**src/rtl/ddp_pkt_arb_pkg.sv**
```systemverilog
// Shared beat-field positions and arbiter state encoding for the DDP packet arbiter.
package ddp_pkt_arb_pkg;

    localparam int SOP_BIT = 266;
    localparam int EOP_BIT = 265;
    localparam int BE_MSB  = 264;
    localparam int BE_LSB  = 256;

    typedef enum logic [1:0] {
        IDLE   = 2'd0,
        GRANT0 = 2'd1,
        GRANT1 = 2'd2
    } arb_state_t;

endpackage

```
**src/rtl/ddp_arb_rr2.sv**
```systemverilog
// Two-requester round-robin picker; the lastGrant register lives in the parent.
module ddp_arb_rr2 (
    input  logic [1:0] req,
    input  logic       lastGrant,
    input  logic       enable,
    output logic [1:0] gnt
);

    always_comb begin
        gnt = 2'b00;
        if (enable) begin
            if (req == 2'b11) begin
                // On a tie, the source that did not win last time takes the sink.
                gnt = lastGrant ? 2'b01 : 2'b10;
            end else begin
                gnt = req;
            end
        end
    end

endmodule

```
**src/rtl/ddp_pkt_arb.sv**
```systemverilog
// Packet-atomic round-robin merge of two show-ahead DDP beat streams into one push sink.
module ddp_pkt_arb
    import ddp_pkt_arb_pkg::*;
#(
    parameter int BEAT_W = 267,
    parameter int CNT_W  = 16
) (
    input  logic              clock,
    input  logic              reset,
    input  logic [BEAT_W-1:0] src0DataOut,
    input  logic              src0DataValid,
    output logic              src0Pop,
    input  logic [BEAT_W-1:0] src1DataOut,
    input  logic              src1DataValid,
    output logic              src1Pop,
    output logic [BEAT_W-1:0] sinkDataIn,
    output logic              sinkPush,
    input  logic              sinkFull,
    output logic [CNT_W-1:0]  pktCount0,
    output logic [CNT_W-1:0]  pktCount1,
    output logic [CNT_W-1:0]  dropCount,
    output logic              busy
);

    arb_state_t       r_state;
    arb_state_t       w_state_nxt;
    logic             r_last_grant;
    logic             w_last_grant_nxt;
    logic [CNT_W-1:0] r_pkt_cnt0;
    logic [CNT_W-1:0] r_pkt_cnt1;
    logic [CNT_W-1:0] r_drop_cnt;

    logic [1:0]       w_req;
    logic [1:0]       w_orph;
    logic [1:0]       w_gnt;
    logic [1:0]       w_drop_pop;
    logic             w_done0;
    logic             w_done1;
    logic [1:0]       w_drop_inc;

    assign w_req[0]  = src0DataValid &  src0DataOut[SOP_BIT];
    assign w_req[1]  = src1DataValid &  src1DataOut[SOP_BIT];
    assign w_orph[0] = src0DataValid & ~src0DataOut[SOP_BIT];
    assign w_orph[1] = src1DataValid & ~src1DataOut[SOP_BIT];

    ddp_arb_rr2 u_rr2 (
        .req       (w_req),
        .lastGrant (r_last_grant),
        .enable    (r_state == IDLE),
        .gnt       (w_gnt)
    );

    always_comb begin
        w_state_nxt      = r_state;
        w_last_grant_nxt = r_last_grant;
        src0Pop          = 1'b0;
        src1Pop          = 1'b0;
        sinkPush         = 1'b0;
        w_drop_pop       = 2'b00;
        w_done0          = 1'b0;
        w_done1          = 1'b0;
        sinkDataIn       = (r_state == GRANT1) ? src1DataOut : src0DataOut;

        case (r_state)
            IDLE: begin
                // Orphans are flushed even on the cycle the other source is granted.
                w_drop_pop = w_orph;
                src0Pop    = w_orph[0];
                src1Pop    = w_orph[1];
                if (w_gnt[0]) begin
                    w_state_nxt      = GRANT0;
                    w_last_grant_nxt = 1'b0;
                end else if (w_gnt[1]) begin
                    w_state_nxt      = GRANT1;
                    w_last_grant_nxt = 1'b1;
                end
            end
            GRANT0: begin
                sinkPush = src0DataValid & ~sinkFull;
                src0Pop  = sinkPush;
                if (sinkPush && src0DataOut[EOP_BIT]) begin
                    w_done0     = 1'b1;
                    w_state_nxt = IDLE;
                end
            end
            GRANT1: begin
                sinkPush = src1DataValid & ~sinkFull;
                src1Pop  = sinkPush;
                if (sinkPush && src1DataOut[EOP_BIT]) begin
                    w_done1     = 1'b1;
                    w_state_nxt = IDLE;
                end
            end
            default: w_state_nxt = IDLE;
        endcase
    end

    assign w_drop_inc = {1'b0, w_drop_pop[0]} + {1'b0, w_drop_pop[1]};

    always_ff @(posedge clock) begin
        if (reset) begin
            r_state      <= IDLE;
            r_last_grant <= 1'b1;
            r_pkt_cnt0   <= '0;
            r_pkt_cnt1   <= '0;
            r_drop_cnt   <= '0;
        end else begin
            r_state      <= w_state_nxt;
            r_last_grant <= w_last_grant_nxt;
            r_pkt_cnt0   <= r_pkt_cnt0 + CNT_W'(w_done0);
            r_pkt_cnt1   <= r_pkt_cnt1 + CNT_W'(w_done1);
            r_drop_cnt   <= r_drop_cnt + CNT_W'(w_drop_inc);
        end
    end

    assign pktCount0 = r_pkt_cnt0;
    assign pktCount1 = r_pkt_cnt1;
    assign dropCount = r_drop_cnt;
    assign busy      = (r_state != IDLE);

endmodule

```
**config.mk**
```make
export PLATFORM = sky130hd
export DESIGN_NAME = ddp_pkt_arb
export DESIGN_NICKNAME = d
export VERILOG_FILES = /design/src/rtl/ddp_pkt_arb_pkg.sv /design/src/rtl/ddp_arb_rr2.sv /design/src/rtl/ddp_pkt_arb.sv
export SDC_FILE = /design/constraint.sdc
export NUM_CORES = 1
export LEC_CHECK = 0
export ABC_AREA = 1
export ABC_CLOCK_PERIOD_IN_PS = 4500
export CAP_MARGIN = 20
export CORE_AREA = 8 8 332 334
export DETAILED_ROUTE_END_ITERATION = 8
export DIE_AREA = 0 0 340 342
export SKIP_LAST_GASP = 1
export SLEW_MARGIN = 5
export SYNTH_ARGS = -nofsm -noshare
export SYNTH_HDL_FRONTEND = slang
export SYNTH_SLANG_ARGS = --single-unit
```
**constraint.sdc**
```tcl
create_clock -name clock -period 4.5 [get_ports clock]
set_input_delay 0.675 -clock clock [delete_from_list [all_inputs] [get_ports clock]]
set_output_delay 0.675 -clock clock [all_outputs]
set_load 0.01 [all_outputs]
```
# After elaboration in Yosys (flattened, before gate mapping)
# Cells that the tools add are included.
# totals
regBits	51
latch_bits	0
ramBits	0
mem_bits_ro	0
output_inout_bits	319
memories	0
# classes
addsub	4
n_mul	0
div	0
order_cmp	0
eq_ne	6
shift	0
muxes	19
bitwise_logic	9
n_reduce_logical	7
# op_table
cell	count
two-way mux 267 bit	1
adder 16 x 1 -> 16 bit	2
adder 16 x 2 -> 16 bit	1
two-way mux 2 bit	8
bitwise AND 1 bit	6
two-way mux 1 bit	6
one-hot mux 1 bit (2 select lines)	3
one-hot mux 2 bit (3 select lines)	1
equality test 2 bit, second input constant	2
nonzero test 2 bit	2
inequality test 3 bit, second input constant	1
inverter 1 bit	3
AND reduction 3 bit	1
adder 1 x 1 -> 2 bit	1
equality test 2 x 1 -> 1 bit, second input constant	1
logical AND 1 bit	2
zero test 2 bit	1
inequality test 2 x 1 -> 1 bit, second input constant	1
inequality test 2 bit, second input constant	1
AND reduction 2 bit	1

# Longest topological paths before layout
# logic_depth
word_depth	7
depth_mapped	16
mapped_depth_nobuf	13

# Cells and area by module
# A second synthesis with hierarchy kept.
# unflattened
hier_cells	691
hier_area_um2	6651.4
# by_module_without_submodules
mod	instances	cells_each	area_per_inst_um2	seq_area_each_um2
ddp_pkt_arb	1	686	6630.1	1021.0
ddp_arb_rr2	1	5	21.3	0.0

# Worst setup path after synthesis
# No wires, ideal clock.
# synth_timing
kind	flip-flop to flip-flop
startpoint	register r_state[0]
endpoint	register r_pkt_cnt1[10] (netlist: pktCount1[10])
setup_ns	0.128
t_arrival_ns	2.100
path_slack_ns	2.272
stages_incl_launch_ff	17
n_path_buf	3
path_cell_list	dfxtp_1 inv_1 ha_1 buf_6 buf_6 buf_6 nand2_1 nor3_1 ha_1 ha_1 nand2_1 nor2_4 nand2_1 nor2_1 nand2_1 nand2_1 nor2_1
# synth_between
elab_chain_len	3
# synth_rtl
item	line	text
start, declared	ddp_pkt_arb.sv:25	arb_state_t r_state;
start signal, assigned	ddp_pkt_arb.sv:108	r_state <= w_state_nxt;
equality test 2 bit	ddp_pkt_arb.sv:64	case (r_state)
two-way mux 1 bit	ddp_pkt_arb.sv:64	
adder 16 x 1 -> 16 bit	ddp_pkt_arb.sv:111	r_pkt_cnt1 <= r_pkt_cnt1 + CNT_W'(w_done1);
end signal, assigned	ddp_pkt_arb.sv:111	
end, declared	ddp_pkt_arb.sv:30	logic [CNT_W-1:0] r_pkt_cnt1;
# Every way passes these cells.
# A chain may end at the register's enable or synchronous reset.

# Worst setup path in the final report
# layout_timing
startpoint	register r_state[0]
endpoint	output sinkDataIn[159]
# layout_between
elab_chain_len	2
# layout_rtl
item	line	text
equality test 2 bit	ddp_pkt_arb.sv:62	sinkDataIn = (r_state == GRANT1) ? src1DataOut : src0DataOut;
two-way mux 267 bit	ddp_pkt_arb.sv:62	
end, declared	ddp_pkt_arb.sv:16	output logic [BEAT_W-1:0] sinkDataIn,
# Every way passes these cells.

==> summary.md <==
The tools report the sort of element at the end of the critical path as an output port. The run gives 15.4% as the fraction of the yosys area taken by sequential cells. The net count of the finished layout is 2067.

Data on the critical path is required at its endpoint by 3.83 ns. The period utilization works out to 80.5%. The biggest area contributor in the post-synthesis netlist is sky130_fd_sc_hd__mux2_4. Setup violations remaining at the end of the flow were counted as 0. Port buffering added 857 buffers.

The count of pins over their slew limit was 0. By area the synthesized netlist is led by sky130_fd_sc_hd__mux2_4 45%, sky130_fd_sc_hd__dfxtp_1 15%, sky130_fd_sc_hd__mux2_2 12%, sky130_fd_sc_hd__nand2_1 4.9%, sky130_fd_sc_hd__nor2_1 4.2%. The run gives 15.3% as the total global-route track usage. Internal power component: 3.35 mW. The number of clock buffers inserted by TritonCTS came out at 5. In this run the most critical hold path is launched from pktCount0[14]$_SDFF_PP0_. The fraction of final layout cells sized beyond drive strength 1 works out to 20.0%. In the layout the commonest cells are 857 x sky130_fd_sc_hd__clkdlybuf4s50_1, 197 x sky130_fd_sc_hd__mux2_4, 86 x sky130_fd_sc_hd__nand2_1, 74 x sky130_fd_sc_hd__nor2_1, 69 x sky130_fd_sc_hd__mux2_2. The clock transition at the registers of the reported paths is 0.08 ns, and the combinational share of power is 83.8%. The number of placement rows is 119, and the count of instances resized after the clock tree is built is 0.

The level count of the clock H-tree came out at 2. Global-route congestion overflow total: 0. In this design, the stage delay of the slowest critical-path cell is 0.70 ns. The register-to-register setup slack is 1.43 ns, and the maximum clock rate is 0.276 GHz. The die boundary height was 342 um. The layout-stage area growth over the synthesis result is 158%. Number of antenna violations at the first check in global routing: 128.

The tightest min-delay check is of the flip-flop to flip-flop type. By area, the combinational part of the netlist is dominated by multiplexers. The run gives 7.5% as the share of power burned in the clock network. Clock latency on the worst-skew pair, taken at its later pin, is 0.31 ns.

The setup TNS came out at 0 ns. The floorplan step defined a die boundary enclosing 0.116 mm2. Counting every net in the synthesized netlist gives 1223.

For this run, the number of Yosys warnings is 0. Sequential cells account for 8.7% of the total power. First-pass GRT wire length: 114000 um.

Once the floorplan was initialized, standard cells occupied 6.33% of the core. Average cell area after synthesis: 9.81 um2. After clock tree synthesis, the flow added hold-fix buffers numbering 0. The mapped netlist covers 0.00663 mm2. The number of setup buffers added after CTS is 0. Across all layers, the routed design uses 9038 vias. The distinct cell type count after synthesis was 32; the area share of the largest cell type after synthesis was 44.6%.

Subtracting the final worst setup slack from the clock period gives 3.62 ns. In this run, synthesis produced a sequential element count of 51. Traced cell by cell, the critical path runs through inv_1 -> ha_4 -> buf_12 -> buf_4 -> mux2_4 -> clkdlybuf4s50_1. Detailed placement ended at an HPWL of 90100 um. The minimum hold slack is 0.503 ns, and the number of DRC markers after the initial detailed-route iteration is 391. For the number of max-cap violations, the log shows 0. The run finished with clean final reports. After detailed routing, the total wire length is 94400 um. The fraction of synthesized cell area in xor and xnor cells was 1.32%.

Summed over all cells, the static leakage comes to 6.18 nW. The synthesized netlist devotes 3.49% of its cell area to compound gates. In this run the remaining antenna-violating nets after routing total 0. In this run the horizontal extent of the chip is 340 um. IR analysis of the VDD net gives a maximum drop of 0.181 mV. For this design the top-level I/O count stands at 858. The residual DRC count is 0, and the core box area is 0.105 mm2. The largest clock skew in the final design is 0.00600 ns. After detailed routing, the average wire length per cell comes to 32.0 um. The class of the most critical setup path is flip-flop to output port.

The hold violation count in the final report was 0. The maximum number of pins on one net before global-route repair is 44. The sort of element at the start of the critical path was a flip-flop.

Fill cells in the final layout number 11695. The proportion of total power due to net switching works out to 39.5%. The detailed-routing iteration count for the pre-antenna-repair pass came out at 6. For this run, the share of the core covered by cells in the final layout is 16.3%. The power density over cell area is 324 mW/mm2.

Of the total synthesized cell area, the portion taken by full adders, half adders and majority gates is 1.81%. Using the TritonRoute via totals, the vias-per-cell ratio works out to 3.07. The number of sinks driven by the clock tree is 51.

The tools report the arrival time reported for the critical path endpoint as 2.95 ns. TritonCTS built the clock tree. Tracing the worst setup path back leads to its startpoint at r_state[0]$_SDFFE_PP0P_.

CTS placed an instance of sky130_fd_sc_hd__clkbuf_16 at the clock tree root. The buffer levels on the longest clock path was 2. The run gives 45.5% as the relative max-transition margin. The congestion estimate from routability-driven global placement came to 0.954. The slew of the pin with the lowest slew margin was 0.817 ns. Power dissipated by switching net loads: 2.18 mW. In the synthesized netlist, the number of instances is 675.

The slowest library cell on the worst path is sky130_fd_sc_hd__ha_4. The highest fanout seen on the critical path was 39. The area fraction in and, or, nand and nor cells after synthesis is 13.8%, and the multiplexer area fraction after synthesis is 56.4%. Setup repair after global routing left no endpoint under its margin. The startpoint identified for the worst register-to-register timing path is r_state[0]$_SDFFE_PP0P_. The most common library cell in the layout ignoring fill and taps is sky130_fd_sc_hd__clkdlybuf4s50_1. Number of global-route vias before repair: 9254.
-- routing by layer --
layer | wire length [um] | share of wire [%] | global-route usage [%] | up-vias
li1 | - | - | - | 4066
met1 | 36200 | 38 | 16.8 | 4044
met2 | 40900 | 43 | 23.9 | 700
met3 | 14800 | 16 | 11.4 | 180
met4 | 2190 | 2.3 | 2.88 | 48
met5 | 317 | 0.34 | 0 | -
-- synthesized netlist by cell type --
cell type                  count
sky130_fd_sc_hd__buf_6        23
sky130_fd_sc_hd__xnor2_1       4
sky130_fd_sc_hd__o211ai_1      1
sky130_fd_sc_hd__nand2_2       2
sky130_fd_sc_hd__clkbuf_1      3
sky130_fd_sc_hd__nand3_2       2
sky130_fd_sc_hd__a21boi_1      1
sky130_fd_sc_hd__buf_2         7
sky130_fd_sc_hd__nor3_1        4
sky130_fd_sc_hd__nor2_4        2
sky130_fd_sc_hd__inv_1        50
sky130_fd_sc_hd__buf_4         1
sky130_fd_sc_hd__o21a_1        4
sky130_fd_sc_hd__a21oi_1      18
sky130_fd_sc_hd__nor2_1       74
sky130_fd_sc_hd__clkinv_1      1
sky130_fd_sc_hd__fa_1          1
sky130_fd_sc_hd__xor2_1        6
sky130_fd_sc_hd__clkbuf_8      1
sky130_fd_sc_hd__dfxtp_1      51
sky130_fd_sc_hd__nor3b_2       1
sky130_fd_sc_hd__nand2_1      86
sky130_fd_sc_hd__nand4_1       5
sky130_fd_sc_hd__mux2_4      197
sky130_fd_sc_hd__nor2_2        6
sky130_fd_sc_hd__ha_1          8
sky130_fd_sc_hd__o31ai_1       2
sky130_fd_sc_hd__nand3_1      31
sky130_fd_sc_hd__o21bai_1      2
sky130_fd_sc_hd__o21bai_2      1
sky130_fd_sc_hd__mux2_2       69
sky130_fd_sc_hd__o21ai_0      11
-- cells by family after synthesis --
| family | Yosys count |
|---|---|
| AOI/OAI and AO/OA | 40 |
| buffers and inverters | 86 |
| xor gates and xnor gates | 10 |
| and+or+nand+nor | 213 |
| muxes | 266 |
| adders and majority gates | 9 |
| DFF | 51 |
-- worst max-delay path: cells and delay by family (launching register included) --
family,cells,cell delay [ns]
buf+inv,4,1.21
fa+ha+maj,1,0.70
mux,1,0.34
flops,1,0.32
-- flip-flops by register name (all words and copies together), names as in the netlist --
| name | flops |
|---|---|
| dropCount | 16 |
| pktCount0 | 16 |
| pktCount1 | 16 |
| r_state | 2 |
| r_last_grant | 1 |
-- final timing paths --
check,to,cells after the start
max,sinkDataIn[159],6
min,pktCount0[14]$_SDFF_PP0_,2
max reg2reg,pktCount1[15]$_SDFF_PP0_,11
min reg2reg,pktCount0[14]$_SDFF_PP0_,2
-- power groups by stage --
stage	Combinational [mW]	Clock [mW]	Sequential (mW)
2_1_floorplan	2.23	0	0.494
3_3_place_gp	4.69	0	0.495
3_5_place_dp	4.70	0	0.494
4_1_cts	4.71	0.446	0.484
5_1_grt	4.89	0.459	0.486
6_report	4.63	0.412	0.483
-- stage by stage --
stage	std cells	setup WS [ns]	power (mW)	area, um2
after floorplan	675	2.27	2.73	6630
after global placement	2903	1.18	5.18	16800
after detailed placement	2903	1.19	5.19	16800
after CTS	2911	0.814	5.64	17000
after global routing	2918	0.740	5.83	17000
final	2945	0.880	5.53	17100
-- area by class of cell --
type,instances,area (um2),area share [%]
antenna,34,85.1,0.499
tap,1391,1740,10.2
sequential,51,1020,5.98
timing repair buffer,872,8780,51.4
clock buffer,5,125,0.733
multi-input combinational,538,5100,29.9
clock inverter,3,22.5,0.132
inverter,51,191,1.12
Power figures use the tool's default switching activity.
==> edit 1 (same settings) <==
The parameter `CNT_W` goes from 16 to 32.
--- a/src/rtl/ddp_pkt_arb.sv
+++ b/src/rtl/ddp_pkt_arb.sv
@@ -3,7 +3,7 @@
     import ddp_pkt_arb_pkg::*;
 #(
     parameter int BEAT_W = 267,
-    parameter int CNT_W  = 16
+    parameter int CNT_W  = 32
 ) (
     input  logic              clock,
     input  logic              reset,
Interface: changed (resized dropCount, pktCount0 and pktCount1); port bits go from 858 to 906. No check against the original RTL was run, so the function may have changed too.
==> edit 1 against the unedited design <==
- utilization increased by 2.6 points
- first-iteration DRC count up 140%
- worst setup slack got worse by 0.028 ns
- largest power group unchanged
- maximum frequency is 0.76% lower
- synthesized area increased by 31%
- sequential cell count is 48 higher
- routed wire length increased by 38%
- register-to-register slack better by 0.16 ns
- power decreased by 3.3%
- final area is 16% higher
- clock power increased by 110%
==> edit 1: results (changes against the unedited design) <==
layout cells sized above 1=16.2% (was 20.0%); R2R Path End=pktCount1[10] (was pktCount1[15]); first-pass GRT wire length=156,000 um (was 114,000 um); status=finished, final reports clean (unchanged); CP Data Arrival Time=2.97 ns (was 2.95 ns); maximum VDD drop=0.000175 V (was 0.000181 V); WHS Endpoint=pktCount1[31] (was pktCount0[14]); largest net degree at the start of global routing=99 (was 44); synthesized-area fraction occupied by adder cells=1.38% (was 1.81%); H-tree levels=3 (was 2); LEAKAGE=0.00629 uW (was 0.00618 uW); post-synthesis mux area share=34.5% (was 56.4%); input/output buffers=905 (was 857); Skew-Pair Late Insertion Delay=0.39 ns (was 0.31 ns); actual slew at the worst max-slew pin=0.824 ns (was 0.817 ns); gr usage total=21.3% (was 15.3%); post-synthesis sequential area ratio=22.8% (was 15.4%); FFs w/ async S/R, synth=0% (unchanged); top_reg_cell synth=dfxtp_1 (unchanged); syn nets=1,722 (was 1,223); ranking of synthesized cells by area=mux2_2 34%, dfxtp_1 23%, nand2_1 11% (was mux2_4 45%, dfxtp_1 15%, mux2_2 12%); Compound-Gate Fraction of Synth Area=7.16% (was 3.49%); xor and xnor area share after synthesis=0.504% (was 1.32%); Setup Buffers After CTS=0 (unchanged); WHS Path Cells=2 (unchanged); Detail Placement HPWL=122,000 um (was 90,100 um); Clock Pin Slew Worst Setup and Hold Paths=0.08 ns (about the same); Psw=2100 uW (was 2180 uW); initial antenna violation count=220 (was 128); Post-synth EDFFs=0 (unchanged); clk root buf=clkbuf_16 (unchanged); Hold Path Origin=pktCount1[31] (was pktCount0[14]); Yosys cell types=34 (was 32); vias in the first global route=12.3k (was 9,254); Reg2Reg Depth=12 (was 11); Syn. warnings=0 (unchanged); placer's final routability congestion estimate=0.988 (was 0.954); crit-path max FO=98 (was 39); synth cell count leaders=266 x mux2_2, 265 x nand2_1, 169 x nor2_1 (was 197 x mux2_4, 86 x nand2_1, 74 x nor2_1); Max Clock Skew=0.0157 ns (was 0.00600 ns); FILL cells=11.8k (was 11.7k); CTS Buffer Depth=2 (unchanged); DRT Pass-1 Iters=5 (was 6); worst min-delay path category=reg2reg (unchanged); Crit. Startpoint=r_state[0] (unchanged); vias post-DR=13.0k (was 9,038); Post-CTS Resized=0 (unchanged); reg-to-reg slack, setup=1.59 ns (was 1.43 ns); starting DRC count in detailed routing=934 (was 391); Avg WL per Cell=37.3 um (was 32.0 um); Layout Nets=2,603 (was 2,067); Inserted Clock Buffers=9 (was 5)
[edit 1: layout make-up]
class	count	area, sq um	area share (%)
Timing Repair Buffer	910	9130	46.2
Clock inverter	7	97.6	0.494
Multi-Input combinational cell	938	6110	30.9
Tap cell	1391	1740	8.80
Antenna cell	49	123	0.620
Clock buffer	9	225	1.14
Inverter	97	364	1.84
Sequential cell	99	1980	10.0
[edit 1: power groups by stage]
stage	Clock (uW)	Combinational [uW]	Sequential, uW
after floorplan	0	1400	917
after global placement	0	3600	919
after detailed placement	0	3600	919
after CTS	908	3620	899
after global routing	938	3750	900
final	877	3580	898
[edit 1: worst max path at each step]
| stage | to | slack (ns) | depth (start not counted) |
|---|---|---|---|
| 2_1_floorplan | pktCount1[16] | 2.14 | 16 |
| 3_3_place_gp | pktCount1[10] | 0.99 | 11 |
| 3_5_place_dp | src1Pop | 0.99 | 4 |
| 4_1_cts | sinkDataIn[9] | 0.77 | 5 |
| 5_1_grt | sinkDataIn[9] | 0.73 | 5 |
| 6_report | sinkDataIn[9] | 0.85 | 5 |
[edit 1: through the flow]
step | hold slack [ns] | setup WS [ns] | instances | instance area [sq um]
after floorplan | 0.467 | 2.14 | 1174 | 8680
after global placement | 0.468 | 0.986 | 3435 | 19300
after detailed placement | 0.469 | 0.988 | 3435 | 19300
after CTS | 0.483 | 0.768 | 3451 | 19600
after global routing | 0.516 | 0.733 | 3459 | 19700
final | 0.486 | 0.852 | 3500 | 19800
[edit 1: kinds of logic (layout without fill, tap and decap cells)]
family | Yosys count | in the layout
AO/OA/AOI/OAI | 117 | 117
adder cells (fa/ha/maj) | 9 | 9
flip-flops | 99 | 99
XOR/XNOR | 5 | 5
buffers and inverters | 137 | 1023
multiplexers | 266 | 266
other | 0 | 49
AND/OR/NAND/NOR | 541 | 541
[edit 1: routing by layer]
metal	global-route usage [%]	vias up	routed length [um]
met5	0	-	708
li1	-	5742	-
met3	18.9	329	24600
met1	22.4	5823	47500
met4	3.28	106	2620
met2	32.4	984	55100
[edit 1: critical path: stages (launching register included)]
cell and delay (ns):
dfxtp_1 0.33, inv_1 0.12, ha_4 0.49, buf_12 0.49, mux2_2 0.40, clkdlybuf4s50_1 0.67
==> edit 2 (same flow settings) <==
Made on the original files. Encoding of `arb_state_t`: now one-hot (3 bits for 3 states).
--- a/src/rtl/ddp_pkt_arb_pkg.sv
+++ b/src/rtl/ddp_pkt_arb_pkg.sv
@@ -6,10 +6,10 @@
     localparam int BE_MSB  = 264;
     localparam int BE_LSB  = 256;
 
-    typedef enum logic [1:0] {
-        IDLE   = 2'd0,
-        GRANT0 = 2'd1,
-        GRANT1 = 2'd2
+    typedef enum logic [2:0] {
+        IDLE   = 3'b001,
+        GRANT0 = 3'b010,
+        GRANT1 = 3'b100
     } arb_state_t;
 
 endpackage
Check against the original RTL: same outputs for any inputs over 4 cycles, from zero or initial values and one cycle with reset high; so few cycles prove little.
==> edit 2 against the unedited design <==
- routed wire length increased by 1.5%
- worst setup slack improved by 0.034 ns
- highest routed layer unchanged
- final area decreased by 5.5%
- largest cell class unchanged
- synthesized area decreased by 12%
- critical path depth decreased by 1
- sequential cell count increased by 1
- count of clock-buffer cells in the layout unchanged
- non-clock buffer count decreased by 10
- synthesized cell count increased by 82%
Power is not compared: it rests on default switching activity, and its combinational part moved more than twofold at a synthesized area within 25%.
==> edit 2: results (changes against the unedited design) <==
mapped cell area=5810 sq um (was 6630 sq um); vias in the first global route=11.4k (was 9,254); CP max stage cell=clkdlybuf4s50_1 (was ha_4); post-synthesis sequential area ratio=17.9% (was 15.4%); Seq/total area=6.46% (was 5.98%); count leader, synth=nand2_1 (was mux2_4); Clock Network Area Fraction=1.15% (was 0.865%); worst rel slew slack=24.9% (was 45.5%); slowest stage delay, CP=0.56 ns (was 0.70 ns); gr usage total=15.5% (was 15.3%); non-clk buf share=53.7% (was 51.4%); number of non-clock buffers=862 (was 872); placed cell areas=15,900 sq um (was 16,800 sq um); met1 WL=36,700 um (was 36,200 um); final instance area=16,100 sq um (was 17,100 sq um); DRT Wirelength=95,800 um (was 94,400 um); met3 usage=7.76% (was 11.4%); # diodes=15 (was 34); syn nets=1,775 (was 1,223); Met3 Routed Length=11,400 um (was 14,800 um); Detail Placement HPWL=87,900 um (was 90,100 um); FILL cells=12.2k (was 11.7k); initial antenna violation count=85 (was 128); status=finished, final reports clean (unchanged); ranking of synthesized cells by area=nand2_1 57%, dfxtp_1 18%, buf_2 4.4% (was mux2_4 45%, dfxtp_1 15%, mux2_2 12%); Seq cells=52 (was 51); placer's final routability congestion estimate=0.977 (was 0.954); starting DRC count in detailed routing=695 (was 391); Yosys cell types=27 (was 32); Non-CTS inverters=56 (was 51); CP Data Arrival Time=2.91 ns (was 2.95 ns); largest net degree at the start of global routing=150 (was 44); first-pass GRT wire length=120,000 um (was 114,000 um); #MultiIn Comb=1,058 (was 538); crit-path max FO=143 (was 39)
## edit 2: logic make-up after synthesis
group                      synth area share (%)
AOI/OAI and AO/OA                          4.00
and+or+nand+nor                            66.8
buffers and inverters                      9.30
xor gates and xnor gates                  0.603
adders and majority gates                  1.42
DFF                                        17.9
## edit 2: per-stage QoR
| stage | instances | power [uW] |
|---|---|---|
| 6_report | 3441 | 2250 |
| 5_1_grt | 3431 | 2380 |
| 4_1_cts | 3426 | 2300 |
| 3_5_place_dp | 3419 | 1790 |
| 3_3_place_gp | 3419 | 1790 |
| 2_1_floorplan | 1230 | 766 |
## edit 2: final timing paths
path                      start        endpoint  slack (ns)  cells after the start
setup / recovery     r_state[0]  sinkDataIn[89]        0.91                      5
hold / removal    pktCount0[15]   pktCount0[15]        0.49                      2
setup reg to reg     r_state[0]   pktCount1[10]        1.84                     10
hold reg to reg   pktCount0[15]   pktCount0[15]        0.49                      2
